[src/rtl/riscv_ctrl_pkg.sv]
// Shared definitions for the multi-cycle RISC-V control sequencer:
// state encoding, the four supported opcodes, ALU operation codes and
// the opcode class produced by mc_opcode_class.
package riscv_ctrl_pkg;

  typedef enum logic [2:0] {
    ST_IDLE   = 3'd0,
    ST_FETCH  = 3'd1,
    ST_DECODE = 3'd2,
    ST_EXEC   = 3'd3,
    ST_MEM    = 3'd4,
    ST_WB     = 3'd5
  } state_t;

  typedef enum logic [1:0] {
    CLS_RTYPE = 2'd0,
    CLS_LD    = 2'd1,
    CLS_SD    = 2'd2,
    CLS_BEQ   = 2'd3
  } op_class_t;

  localparam logic [6:0] OP_RTYPE = 7'b0110011;
  localparam logic [6:0] OP_LD    = 7'b0000011;
  localparam logic [6:0] OP_SD    = 7'b0100011;
  localparam logic [6:0] OP_BEQ   = 7'b1100011;

  localparam logic [1:0] ALU_ADD   = 2'b00;
  localparam logic [1:0] ALU_SUB   = 2'b01;
  localparam logic [1:0] ALU_FUNCT = 2'b10;

  // Every return to FETCH is an instruction boundary where a pending
  // stop request parks the sequencer in IDLE instead.
  function automatic state_t boundaryNext(input logic stopReq);
    return stopReq ? ST_IDLE : ST_FETCH;
  endfunction

endpackage

[src/rtl/mc_opcode_class.sv]
// Purely combinational opcode classifier: maps inst[6:0] onto one of the
// four supported instruction classes and flags anything else as illegal.
module mc_opcode_class
  import riscv_ctrl_pkg::*;
(
  input  logic [6:0] i_opcode,
  output op_class_t  o_class,
  output logic       o_legal
);

  // Decode the opcode; unknown encodings fall back to R-type with legal low
  always_comb begin
    o_class = CLS_RTYPE;
    o_legal = 1'b0;
    case (i_opcode)
      OP_RTYPE: begin o_class = CLS_RTYPE; o_legal = 1'b1; end
      OP_LD:    begin o_class = CLS_LD;    o_legal = 1'b1; end
      OP_SD:    begin o_class = CLS_SD;    o_legal = 1'b1; end
      OP_BEQ:   begin o_class = CLS_BEQ;   o_legal = 1'b1; end
      default:  begin o_class = CLS_RTYPE; o_legal = 1'b0; end
    endcase
  end

endmodule

[src/rtl/mc_sequencer.sv]
// Multi-cycle control sequencer (IDLE/FETCH/DECODE/EXEC/MEM/WB).
// Control outputs are decoded from the registered state and the current
// inputs only. Defining PERF_CNT_EN adds the instr_retired and
// stall_cycles performance counters and their ports.
module mc_sequencer
  import riscv_ctrl_pkg::*;
(
  input  logic       clk,
  input  logic       rst_n,
  input  logic       start,
  input  logic       stop,
  input  logic [6:0] opcode,
  input  logic       mem_ready,
  input  logic       branch_taken,
  output logic       pc_write,
  output logic       pc_src,
  output logic       ir_write,
  output logic       mem_read,
  output logic       mem_write,
  output logic       mem_to_reg,
  output logic       alu_src,
  output logic       reg_write,
  output logic [1:0] alu_op,
  output logic       busy,
  output logic       illegal,
  output logic [2:0] state
`ifdef PERF_CNT_EN
  ,
  output logic [31:0] instr_retired,
  output logic [31:0] stall_cycles
`endif
);

  state_t    r_state;
  state_t    w_next;
  op_class_t w_class;
  logic      w_legal;
  logic      r_illegal;

  mc_opcode_class u_class (
    .i_opcode (opcode),
    .o_class  (w_class),
    .o_legal  (w_legal)
  );

  // State register with synchronous active-low reset
  always_ff @(posedge clk) begin
    if (!rst_n) r_state <= ST_IDLE;
    else        r_state <= w_next;
  end

  // Sticky illegal flag: set by a bad opcode in DECODE, cleared by an accepted start
  always_ff @(posedge clk) begin
    if (!rst_n)                         r_illegal <= 1'b0;
    else if (r_state == ST_IDLE && start) r_illegal <= 1'b0;
    else if (r_state == ST_DECODE && !w_legal) r_illegal <= 1'b1;
  end

  // Next-state and control decode from current state, opcode class and inputs
  always_comb begin
    w_next     = r_state;
    pc_write   = 1'b0;
    pc_src     = 1'b0;
    ir_write   = 1'b0;
    mem_read   = 1'b0;
    mem_write  = 1'b0;
    mem_to_reg = 1'b0;
    alu_src    = 1'b0;
    reg_write  = 1'b0;
    alu_op     = ALU_ADD;
    case (r_state)
      ST_IDLE: begin
        if (start) w_next = ST_FETCH;
      end
      ST_FETCH: begin
        mem_read = 1'b1;
        if (mem_ready) begin
          ir_write = 1'b1;
          pc_write = 1'b1;
          w_next   = ST_DECODE;
        end
      end
      ST_DECODE: begin
        w_next = w_legal ? ST_EXEC : ST_IDLE;
      end
      ST_EXEC: begin
        case (w_class)
          CLS_RTYPE: begin
            alu_op = ALU_FUNCT;
            w_next = ST_WB;
          end
          CLS_LD, CLS_SD: begin
            alu_src = 1'b1;
            w_next  = ST_MEM;
          end
          CLS_BEQ: begin
            alu_op = ALU_SUB;
            if (branch_taken) begin
              pc_write = 1'b1;
              pc_src   = 1'b1;
            end
            w_next = boundaryNext(stop);
          end
          default: w_next = ST_IDLE;
        endcase
      end
      ST_MEM: begin
        alu_src = 1'b1;
        if (w_class == CLS_SD) mem_write = 1'b1;
        else                   mem_read  = 1'b1;
        if (mem_ready) w_next = (w_class == CLS_SD) ? boundaryNext(stop) : ST_WB;
      end
      ST_WB: begin
        reg_write  = 1'b1;
        mem_to_reg = (w_class == CLS_LD);
        w_next     = boundaryNext(stop);
      end
      default: w_next = ST_IDLE;
    endcase
  end

  assign busy    = (r_state != ST_IDLE);
  assign illegal = r_illegal;
  assign state   = r_state;

`ifdef PERF_CNT_EN
  logic [31:0] r_instrRetired;
  logic [31:0] r_stallCycles;
  logic        w_retire;
  logic        w_stall;

  assign w_retire = (r_state == ST_WB) ||
                    (r_state == ST_EXEC && w_class == CLS_BEQ) ||
                    (r_state == ST_MEM && w_class == CLS_SD && mem_ready);
  assign w_stall  = (r_state == ST_FETCH || r_state == ST_MEM) && !mem_ready;

  // Free-running wrap-around counters for retired instructions and memory stalls
  always_ff @(posedge clk) begin
    if (!rst_n) begin
      r_instrRetired <= 32'd0;
      r_stallCycles  <= 32'd0;
    end else begin
      if (w_retire) r_instrRetired <= r_instrRetired + 32'd1;
      if (w_stall)  r_stallCycles  <= r_stallCycles + 32'd1;
    end
  end

  assign instr_retired = r_instrRetired;
  assign stall_cycles  = r_stallCycles;
`endif

endmodule

[config.mk]
export PLATFORM = sky130hd
export DESIGN_NAME = mc_sequencer
export DESIGN_NICKNAME = d
export VERILOG_FILES = /design/src/rtl/riscv_ctrl_pkg.sv /design/src/rtl/mc_opcode_class.sv /design/src/rtl/mc_sequencer.sv
export SDC_FILE = /design/constraint.sdc
export NUM_CORES = 1
export LEC_CHECK = 0
export CAP_MARGIN = 20
export CORE_MARGIN = 8
export CORE_UTILIZATION = 23
export DETAILED_ROUTE_END_ITERATION = 8
export SLEW_MARGIN = 0
export SYNTH_ARGS = -nofsm -noshare
export SYNTH_HDL_FRONTEND = slang
export SYNTH_SLANG_ARGS = --single-unit
[constraint.sdc]
create_clock -name clk -period 4.67 [get_ports clk]
set_input_delay 0.934 -clock clk [delete_from_list [all_inputs] [get_ports clk]]
set_output_delay 0.934 -clock clk [all_outputs]
set_load 0.005 [all_outputs]
==> out/metrics.csv <==
stage;metric;value;unit
setup_path;CP most frequent cell;clkdlybuf4s50_1;
die;site row count;16;
die;initial core utilization;0.240;
sta;fmax;0.257;GHz
drt;1st-iter DRT viols;25;
sta;Period minus WS final;3900;ps
sta;period utilization;0.834;
power;Clk network pwr share;0.173;
setup_path;Worst Setup Path Type;primary input to primary output;
sta;Pins Over Slew Limit;0;
finish;n_diodes;0;
power;Total Power;0.234;mW
synth;Synth top area share;0.172;
drt;Routed WL per cell;13.0;um
worst_hold_path;HP Class;flip-flop to flip-flop;
finish;Filler cells;222;
finish;area delta synth->final;67.7;%
sta;clock skew;1.62;ps
synth;area leader, netlist;dfxtp_1;
finish;share of cells above drive strength 1;0.0619;
drt;DR pass1 iterations;4;
die;die area;3720;um2
setup_path;Critical Path Start Type;primary input;
global_routing;first-pass GRT wire length;2460;um
setup_path;CP arrival;2960;ps
sta;Worst Tran Pin Value;460;ps
die;IO Count;28;
die;CORE AREA;1940;um2
setup_path;crit-path max FO;6;
setup_path;Critical path buffers and inverters;2;
drt;vias per cell;4.92;
clock_tree;TritonCTS clock tree;yes;
clock_tree;CTS buffer count;3;
power;Lkg Pwr;0.283;nW
clock_tree;# resized after CTS;0;
synth;Synth Register Bits;4;
drt;DR vias;610;
global_routing;initial antenna violation count;0;
global_routing;GRT Util Overall;0.0849;
finish;Multi-input gate area;359;um2
finish;storage element area;80.1;um2
global_routing;largest net degree at the start of global routing;16;
place;Port Buf Inserts;27;
sta;worst rel slew slack;0.693;
finish;Layout Nets;113;
clock_tree;CTS Root Cell;clkbuf_4;
clock_tree;hold buffers post-CTS;0;
synth;syn_area_per_cell;6.65;um2
setup_path;worst-path cell chain;clkdlybuf4s50_1, nand4bb_1, nor2_1, o21ai_0, ha_1, a21o_1, clkdlybuf4s50_1;
drt;DRT antenna net count;0;
outcome;status;complete, no violations;
synth;Mapped Cells;70;
synth;synth top area cells;dfxtp_1 (17%), nor2_1 (7.3%), a21oi_1 (6.5%);
setup_path;Setup crit end kind;primary output;
power;combinational share of power;0.541;
clock_tree;H-tree Lvls;1;
sta;Setup TNS;0;ps
power;cell-internal power;0.149;mW
power;Peak supply drop;0.172;mV
synth;Syn. warnings;0;
job;max-cap viol count;0;
die;Chip Height;61.0;um
power;Net Switching;0.0854;mW
clock_tree;Max clock buf depth;2;
sta;Final Setup Violations;0;
clock_tree;CTS sink count;4;
place;Routability Congestion;0.832;
power;net switching share of the total power;0.365;
die;Chip Width;61.0;um
setup_path;worst stage delay on the critical path;440;ps
drt;DRC;0;
clock_tree;Reg clk slew, reported paths;30;ps
drt;final WL;1610;um
synth;Synth async-reset ratio;0;
sta;RSZ-0062 raised after global routing;false;
setup_path;Req. time, crit path;3740;ps
synth;number of synthesized flops with an enable pin;0;
setup_path;CP max stage cell;clkdlybuf4s50_1;
finish;most common cell after layout, fill and taps aside;clkdlybuf4s50_1;
global_routing;total gr overflow;0;
global_routing;vias in the first global route;547;
synth;sequential share of the synthesized area;0.172;
clock_tree;post-CTS setup buffer count;0;
clock_tree;Skew-Pair Late Insertion Delay;230;ps
power;P per Cell Area;300;nW/um2
synth;most used flip-flop cell after synthesis;dfxtp_1;
synth;Synthesized Nets;84;
finish;most frequent cells in the layout;clkdlybuf4s50_1 (27), nor2_1 (9), nand2_1 (6), a21oi_1 (6);
synth;synthesized area;465;um2
sta;Hold Vio Cnt, Final;0;
place;dpl hpwl;1320;um
power;Reg power frac;0.286;
setup_path;delay-heaviest family, CP;buffers and inverters;
synth;post-synth cell types;34;
[synthesized netlist by cell type, types with 2 or more instances]
master	number
nor3_1	4
o21ai_0	3
nand2b_1	2
dfxtp_1	4
a21oi_1	6
nor2b_1	2
o221ai_1	2
and2_1	3
inv_1	3
clkbuf_1	3
nand2_1	6
or4_1	2
nor2_1	9
[cell type report]
| type | instances | share of cell area |
|---|---|---|
| sequential | 4 | 0.103 |
| tap | 27 | 0.0433 |
| clock buffer | 3 | 0.0288 |
| multi-input combinational | 59 | 0.460 |
| timing repair buffer | 27 | 0.346 |
| inverter | 4 | 0.0192 |
[metal layers]
layer  wire, um  GRT usage  part of all wire  vias up
met3        167     0.0339              0.10        0
met5          0          0                 0        -
met1        715     0.0948              0.44      277
met4          0     0.0399                 0        0
met2        725      0.137              0.45       20
li1           -          -                 -      313
[per-stage QoR]
stage,worst slack [ps],hold slack (ps),instance area [um2],utilization,std cells
global route,554,509,781,0.402,124
detailed placement,752,479,758,0.390,121
finish,774,480,781,0.402,124
CTS,737,484,781,0.402,124
global placement,774,468,758,0.390,121
floorplan,1740,462,465,-,70
[logic make-up after synthesis]
family | after synthesis | synth area share
adder cells (fa/ha/maj) | 2 | 0.0511
flip-flops | 4 | 0.172
AO/OA/AOI/OAI | 19 | 0.269
AND/OR/NAND/NOR | 38 | 0.452
buffers and inverters | 7 | 0.0564
[worst register-to-register path: stages (launching register included)]
cell	delay, ps
dfxtp_1	590
nand2_1	140
nor2_1	260
and4_1	310
o221ai_1	150
nand4_1	120
[power groups by stage]
stage	Combinational [mW]	Sequential, mW	Clock (mW)
finish	0.127	0.0670	0.0405
global route	0.139	0.0693	0.0457
CTS	0.128	0.0667	0.0433
detailed placement	0.127	0.0673	0
global placement	0.127	0.0676	0
floorplan	0.0705	0.0516	0
[path summary, 6_finish.rpt]
check	from	to	slack (ps)	cells after the start
max	opcode[2]	alu_src	770	7
min	illegal	illegal	480	2
max reg2reg	state[0]	state[0]	3040	5
min reg2reg	illegal	illegal	480	2
[state kept, by name, summed over array words and instances (netlist names)]
name / count
illegal: 1
state: 3
Power figures use the tool's default switching activity.
